## config.mk

```make
export PLATFORM = sky130hd
export DESIGN_NAME = pixel_addr_gen
export DESIGN_NICKNAME = d
export VERILOG_FILES = /design/src/rtl/pixel_addr_gen.sv
export SDC_FILE = /design/constraint.sdc
export NUM_CORES = 1
export LEC_CHECK = 0
export CORE_AREA = 2 2 77 79
export DETAILED_ROUTE_END_ITERATION = 6
export DIE_AREA = 0 0 79 81
export SLEW_MARGIN = 10
export SYNTH_ARGS = -nofsm -noshare
export SYNTH_HDL_FRONTEND = slang
export SYNTH_SLANG_ARGS = --single-unit
```

## constraint.sdc

```tcl
create_clock -name clk -period 3.12 [get_ports clk]
set_input_delay 0.624 -clock clk [delete_from_list [all_inputs] [get_ports clk]]
set_output_delay 0.624 -clock clk [all_outputs]
set_load 0.01 [all_outputs]
```

## src/rtl/pixel_addr_gen.sv

```systemverilog
// Address generator for a 2x2 sliding-window convolution: scans window origins in raster
// order, issues the four tap read addresses per window and sequential output write addresses.
module pixel_addr_gen #(
  parameter int unsigned IMG_W = 16,
  parameter int unsigned IMG_H = 16,
  parameter int unsigned AW    = 10
) (
  input  logic          clk,
  input  logic          rst,
  input  logic          frame_clr_i,
  input  logic [AW-1:0] in_base_i,
  input  logic [AW-1:0] out_base_i,
  input  logic          pixel_cnt_en_i,
  input  logic          addr_cal_en_i,
  input  logic          read_i,
  input  logic          write_i,
  output logic [3:0]    col_o,
  output logic [3:0]    row_o,
  output logic [AW-1:0] mem_addr_o,
  output logic          mem_we_o,
  output logic [1:0]    tap_o,
  output logic          done_o,
  output logic          err_o
);

  localparam logic [3:0] LastCol = 4'(IMG_W - 2);
  localparam logic [3:0] LastRow = 4'(IMG_H - 2);

  logic [3:0]    col_q, col_d;
  logic [3:0]    row_q, row_d;
  logic [1:0]    tap_q, tap_d;
  logic          wrap_q, wrap_d;
  logic [AW-1:0] out_cnt_q, out_cnt_d;
  logic          done_q, done_d;
  logic          err_q, err_d;

  logic          rd_en, wr_en;
  logic [31:0]   rd_addr;

  // A write strobe wins over a simultaneous read; the read is then not a tap read.
  assign wr_en = addr_cal_en_i && write_i;
  assign rd_en = addr_cal_en_i && read_i && !write_i;

  // tap[0] selects the right-hand column, tap[1] the lower row of the window.
  assign rd_addr = 32'(in_base_i)
                 + (32'(row_q) + 32'(tap_q[1])) * 32'(IMG_W)
                 + 32'(col_q) + 32'(tap_q[0]);

  always_comb begin
    mem_we_o   = 1'b0;
    mem_addr_o = '0;
    if (wr_en) begin
      mem_we_o   = 1'b1;
      mem_addr_o = out_base_i + out_cnt_q;
    end else if (rd_en) begin
      mem_addr_o = rd_addr[AW-1:0];
    end
  end

  always_comb begin
    col_d     = col_q;
    row_d     = row_q;
    tap_d     = tap_q;
    wrap_d    = wrap_q;
    out_cnt_d = out_cnt_q;
    done_d    = done_q;
    err_d     = err_q;

    if (wr_en) begin
      out_cnt_d = out_cnt_q + AW'(1);
      if (read_i) err_d = 1'b1;
    end

    if (pixel_cnt_en_i) begin
      tap_d  = 2'd0;
      wrap_d = 1'b0;
      if (done_q) begin
        err_d = 1'b1;
      end else if (col_q != LastCol) begin
        col_d = col_q + 4'd1;
      end else if (row_q != LastRow) begin
        col_d = 4'd0;
        row_d = row_q + 4'd1;
      end else begin
        done_d = 1'b1;
      end
    end else if (rd_en) begin
      // wrap_q marks that all four taps were already read for this origin.
      if (wrap_q) err_d = 1'b1;
      if (tap_q == 2'd3) wrap_d = 1'b1;
      tap_d = tap_q + 2'd1;
    end
  end

  always_ff @(posedge clk) begin
    if (rst || frame_clr_i) begin
      col_q     <= '0;
      row_q     <= '0;
      tap_q     <= '0;
      wrap_q    <= 1'b0;
      out_cnt_q <= '0;
      done_q    <= 1'b0;
      err_q     <= 1'b0;
    end else begin
      col_q     <= col_d;
      row_q     <= row_d;
      tap_q     <= tap_d;
      wrap_q    <= wrap_d;
      out_cnt_q <= out_cnt_d;
      done_q    <= done_d;
      err_q     <= err_d;
    end
  end

  assign col_o  = col_q;
  assign row_o  = row_q;
  assign tap_o  = tap_q;
  assign done_o = done_q;
  assign err_o  = err_q;

endmodule

```

==> metrics <==
vias in the first global route=1784; sequential share of the synthesized area=24.6%; number of distinct library cell variants in the gate-level netlist after synthesis=45; time the final worst path needs with I/O delays and setup=3040 ps; part of the power in registers=46.4%; number of max-cap violations=0; width of the die=79 microns; required time at the worst-slack endpoint=2500 ps; Worst Clk Skew=1.23 ps; commonest cells in the netlist=sky130_fd_sc_hd__nor2_1 (30), sky130_fd_sc_hd__dfxtp_1 (23), sky130_fd_sc_hd__ha_1 (23); kind of capture point of the worst setup path=output port; area enclosed by the die boundary=6400 sq um; number of vias per cell=4.61; Post-Place Cells=383; number of levels the H-tree was split into=1; share of the synthesized area in the top cell type=24.6%; final setup violating endpoints=0; count of cells along the worst hold path=2; final count of pins violating max slew=0; first-pass iteration count of the detailed router=2; Syn Nets=274; ratio of total power to cell area=221 nW/um^2; number of I/O port buffers=49; total clock buffers created by CTS=3; post-synthesis area per instance=8.48 sq um; hold crit path type=reg -> reg; Placeable Area=5680 sq um; setup tns final=0 ps; CTS tree=yes; number of antenna violations at the first check in global routing=0; pin count of the biggest net entering global routing=24; total wire length=4570 microns; Tot GR Track Use=14.7%; Slew @ Worst Pin=505 ps; Yosys Warn Count=0; Cell Area, Synth=1870 sq um; detailed router's first-iteration violation count=30; dominant synthesized flop cell=sky130_fd_sc_hd__dfxtp_1; setup repair after global routing missed its margin=yes; P_int=470 uW; CTS Sinks=23; initial core utilization=33.0%; worst reg2reg path depth=8; maximum net fanout on the critical path=2; source-to-sink clock delay at the later pin of the worst-skew pair=270 ps; net total in the final layout=366; Logic pwr share=23.3%; Post-CTS Repair Setup Buffers=0; overflow left after global routing=0; DR DRC count=0; Tcrit/Tclk final=97.5%; fin cells=387; area leader, netlist=sky130_fd_sc_hd__dfxtp_1; switching part of the total=26.5%; Diodes inserted=0; most frequently used cell type in the post-synthesis netlist=sky130_fd_sc_hd__nor2_1; filler cell count=564; critical path type=in -> out; floorplan row count=28; outcome=finished, final reports clean; fraction of final layout cells sized beyond drive strength 1=26.0%; startpoint type of the worst setup path=input pin; gp weighted congestion=0.784; worst voltage drop across the vdd grid=0.167 mV; number of buffers on the longest clock path=2; cell area after layout=2890 sq um; asr flop ratio synth=0%; worst slack on hold paths=487 ps; routed len/inst=11.8 microns; flip-flop and latch count after synthesis=23; total vias in the final route=1786; Clock Root Buffer=sky130_fd_sc_hd__clkbuf_8; post-detail-place hpwl=3620 microns; Final ANT Viol Nets=0; upper clock frequency limit=0.329 GHz; CTS clk-pin slew, worst paths=90 ps; cell types occupying the most area after synthesis=sky130_fd_sc_hd__dfxtp_1 (25%), sky130_fd_sc_hd__ha_1 (15%), sky130_fd_sc_hd__xor2_1 (10%), sky130_fd_sc_hd__nor2_1 (6.0%), sky130_fd_sc_hd__xnor2_1 (5.1%); Slew headroom=66.4%; net load switching power=170 uW; IO Count=50; CP Data Arrival Time=2420 ps; Clk pwr share=30.2%; cell leakage power=1.23 nW; cell area after placement=2750 sq um; area growth from synthesis to layout=54.5%; y dimension of the die=81 microns; Register-to-Register Setup Slack=1480 ps; post-synthesis instance total=221; first-pass GRT wire length=7570 microns; Post-synth EDFFs=0; Hold Vio Cnt, Final=0
-- placed cells by master (no fill, tap or decap), types with 2 or more instances in the layout --
master	n
sky130_fd_sc_hd__buf_2	5
sky130_fd_sc_hd__a211oi_1	4
sky130_fd_sc_hd__xor2_1	22
sky130_fd_sc_hd__a211oi_2	2
sky130_fd_sc_hd__o21ai_1	2
sky130_fd_sc_hd__o22ai_1	8
sky130_fd_sc_hd__a21oi_1	10
sky130_fd_sc_hd__dlygate4sd2_1	4
sky130_fd_sc_hd__clkdlybuf4s50_1	36
sky130_fd_sc_hd__o21bai_1	2
sky130_fd_sc_hd__a31oi_1	2
sky130_fd_sc_hd__dfxtp_2	2
sky130_fd_sc_hd__nand2_1	13
sky130_fd_sc_hd__ha_4	5
sky130_fd_sc_hd__o21a_1	2
sky130_fd_sc_hd__or2_2	2
sky130_fd_sc_hd__nor2b_1	2
sky130_fd_sc_hd__nand4_1	3
sky130_fd_sc_hd__ha_1	17
sky130_fd_sc_hd__inv_1	5
sky130_fd_sc_hd__xnor2_1	11
sky130_fd_sc_hd__dfxtp_1	21
sky130_fd_sc_hd__nor2_1	30
sky130_fd_sc_hd__inv_2	2
sky130_fd_sc_hd__o21ai_2	2
sky130_fd_sc_hd__clkbuf_8	3
sky130_fd_sc_hd__buf_4	44
sky130_fd_sc_hd__and3_1	3
sky130_fd_sc_hd__o21ai_0	6
sky130_fd_sc_hd__a21o_1	3
sky130_fd_sc_hd__fa_2	3
sky130_fd_sc_hd__nor3_1	5
sky130_fd_sc_hd__nand3_1	6
-- cell type report --
cell class	instances	area [sq um]	share of cell area (%)
timing repair buffer	93	790	27.3
tap	75	93.8	3.24
clock inverter	1	5.00	0.173
clock buffer	3	41.3	1.43
sequential	23	463	16.0
inverter	8	30.0	1.04
multi-input combinational	184	1470	50.8
-- sequential cells by signal, summed over array words and instances, names as in the netlist --
name / count
wrap_q: 1
done_o: 1
col_o: 4
tap_o: 2
out_cnt_q: 10
row_o: 4
err_o: 1
-- metal layers --
layer	vias up	GRT usage (%)	share of wire (%)
met5	-	0	0
met4	0	3.10	0.63
met3	5	2.89	3.3
met2	25	26.9	50
met1	790	17.8	46
li1	966	-	-
-- cell families (layout without fill, tap and decap cells) --
| kind of cell | Yosys count | in the layout | share of synthesized area (%) |
|---|---|---|---|
| multiplexers | 1 | 1 | 0.534 |
| AO/OA/AOI/OAI | 51 | 51 | 17.6 |
| adder cells (fa/ha/maj) | 26 | 26 | 18.6 |
| flip-flops | 23 | 23 | 24.6 |
| AND/OR/NAND/NOR | 73 | 73 | 19.6 |
| XOR/XNOR | 33 | 33 | 15.4 |
| buffers and inverters | 14 | 105 | 3.67 |
-- power groups by stage --
stage / Sequential (mW) / Combinational [mW] / Clock (mW)
finish: 0.297 / 0.149 / 0.193
floorplan: 0.306 / 0.0626 / 0
global route: 0.297 / 0.164 / 0.210
CTS: 0.297 / 0.149 / 0.200
global placement: 0.304 / 0.151 / 0
detailed placement: 0.304 / 0.151 / 0
-- timing repair --
action	4_1_cts	5_1_grt
gates cloned	0	0
hold buffers	0	0
gates resized for setup	43	16
setup endpoints to repair	9	6
pin swaps	22	10
-- metrics by stage --
stage / setup WS [ps] / total power, mW / util, %
floorplan: 272 / 0.368 / -
global placement: -747 / 0.455 / 48.4
detailed placement: -820 / 0.455 / 48.4
CTS: 4.15 / 0.646 / 49.8
global route: -38.3 / 0.670 / 51.0
finish: 77.5 / 0.640 / 51.0
-- worst paths after layout --
check / startpoint / endpoint
hold / removal: err_o$_SDFF_PP0_ / err_o$_SDFF_PP0_
hold reg to reg: err_o$_SDFF_PP0_ / err_o$_SDFF_PP0_
setup / recovery: out_base_i[0] / mem_addr_o[8]
setup reg to reg: row_o[0]$_SDFFE_PP0P_ / row_o[3]$_SDFFE_PP0P_
-- critical path, cell delays in order --
cell                              delay (ps)
sky130_fd_sc_hd__clkdlybuf4s15_1         170
sky130_fd_sc_hd__ha_2                    190
sky130_fd_sc_hd__fa_2                    390
sky130_fd_sc_hd__a21o_1                  210
sky130_fd_sc_hd__a211oi_2                180
sky130_fd_sc_hd__nor2_1                   90
sky130_fd_sc_hd__o22ai_1                 140
sky130_fd_sc_hd__xor2_1                  180
sky130_fd_sc_hd__o22ai_1                 100
sky130_fd_sc_hd__buf_2                   140
Power figures use the tool's default switching activity.
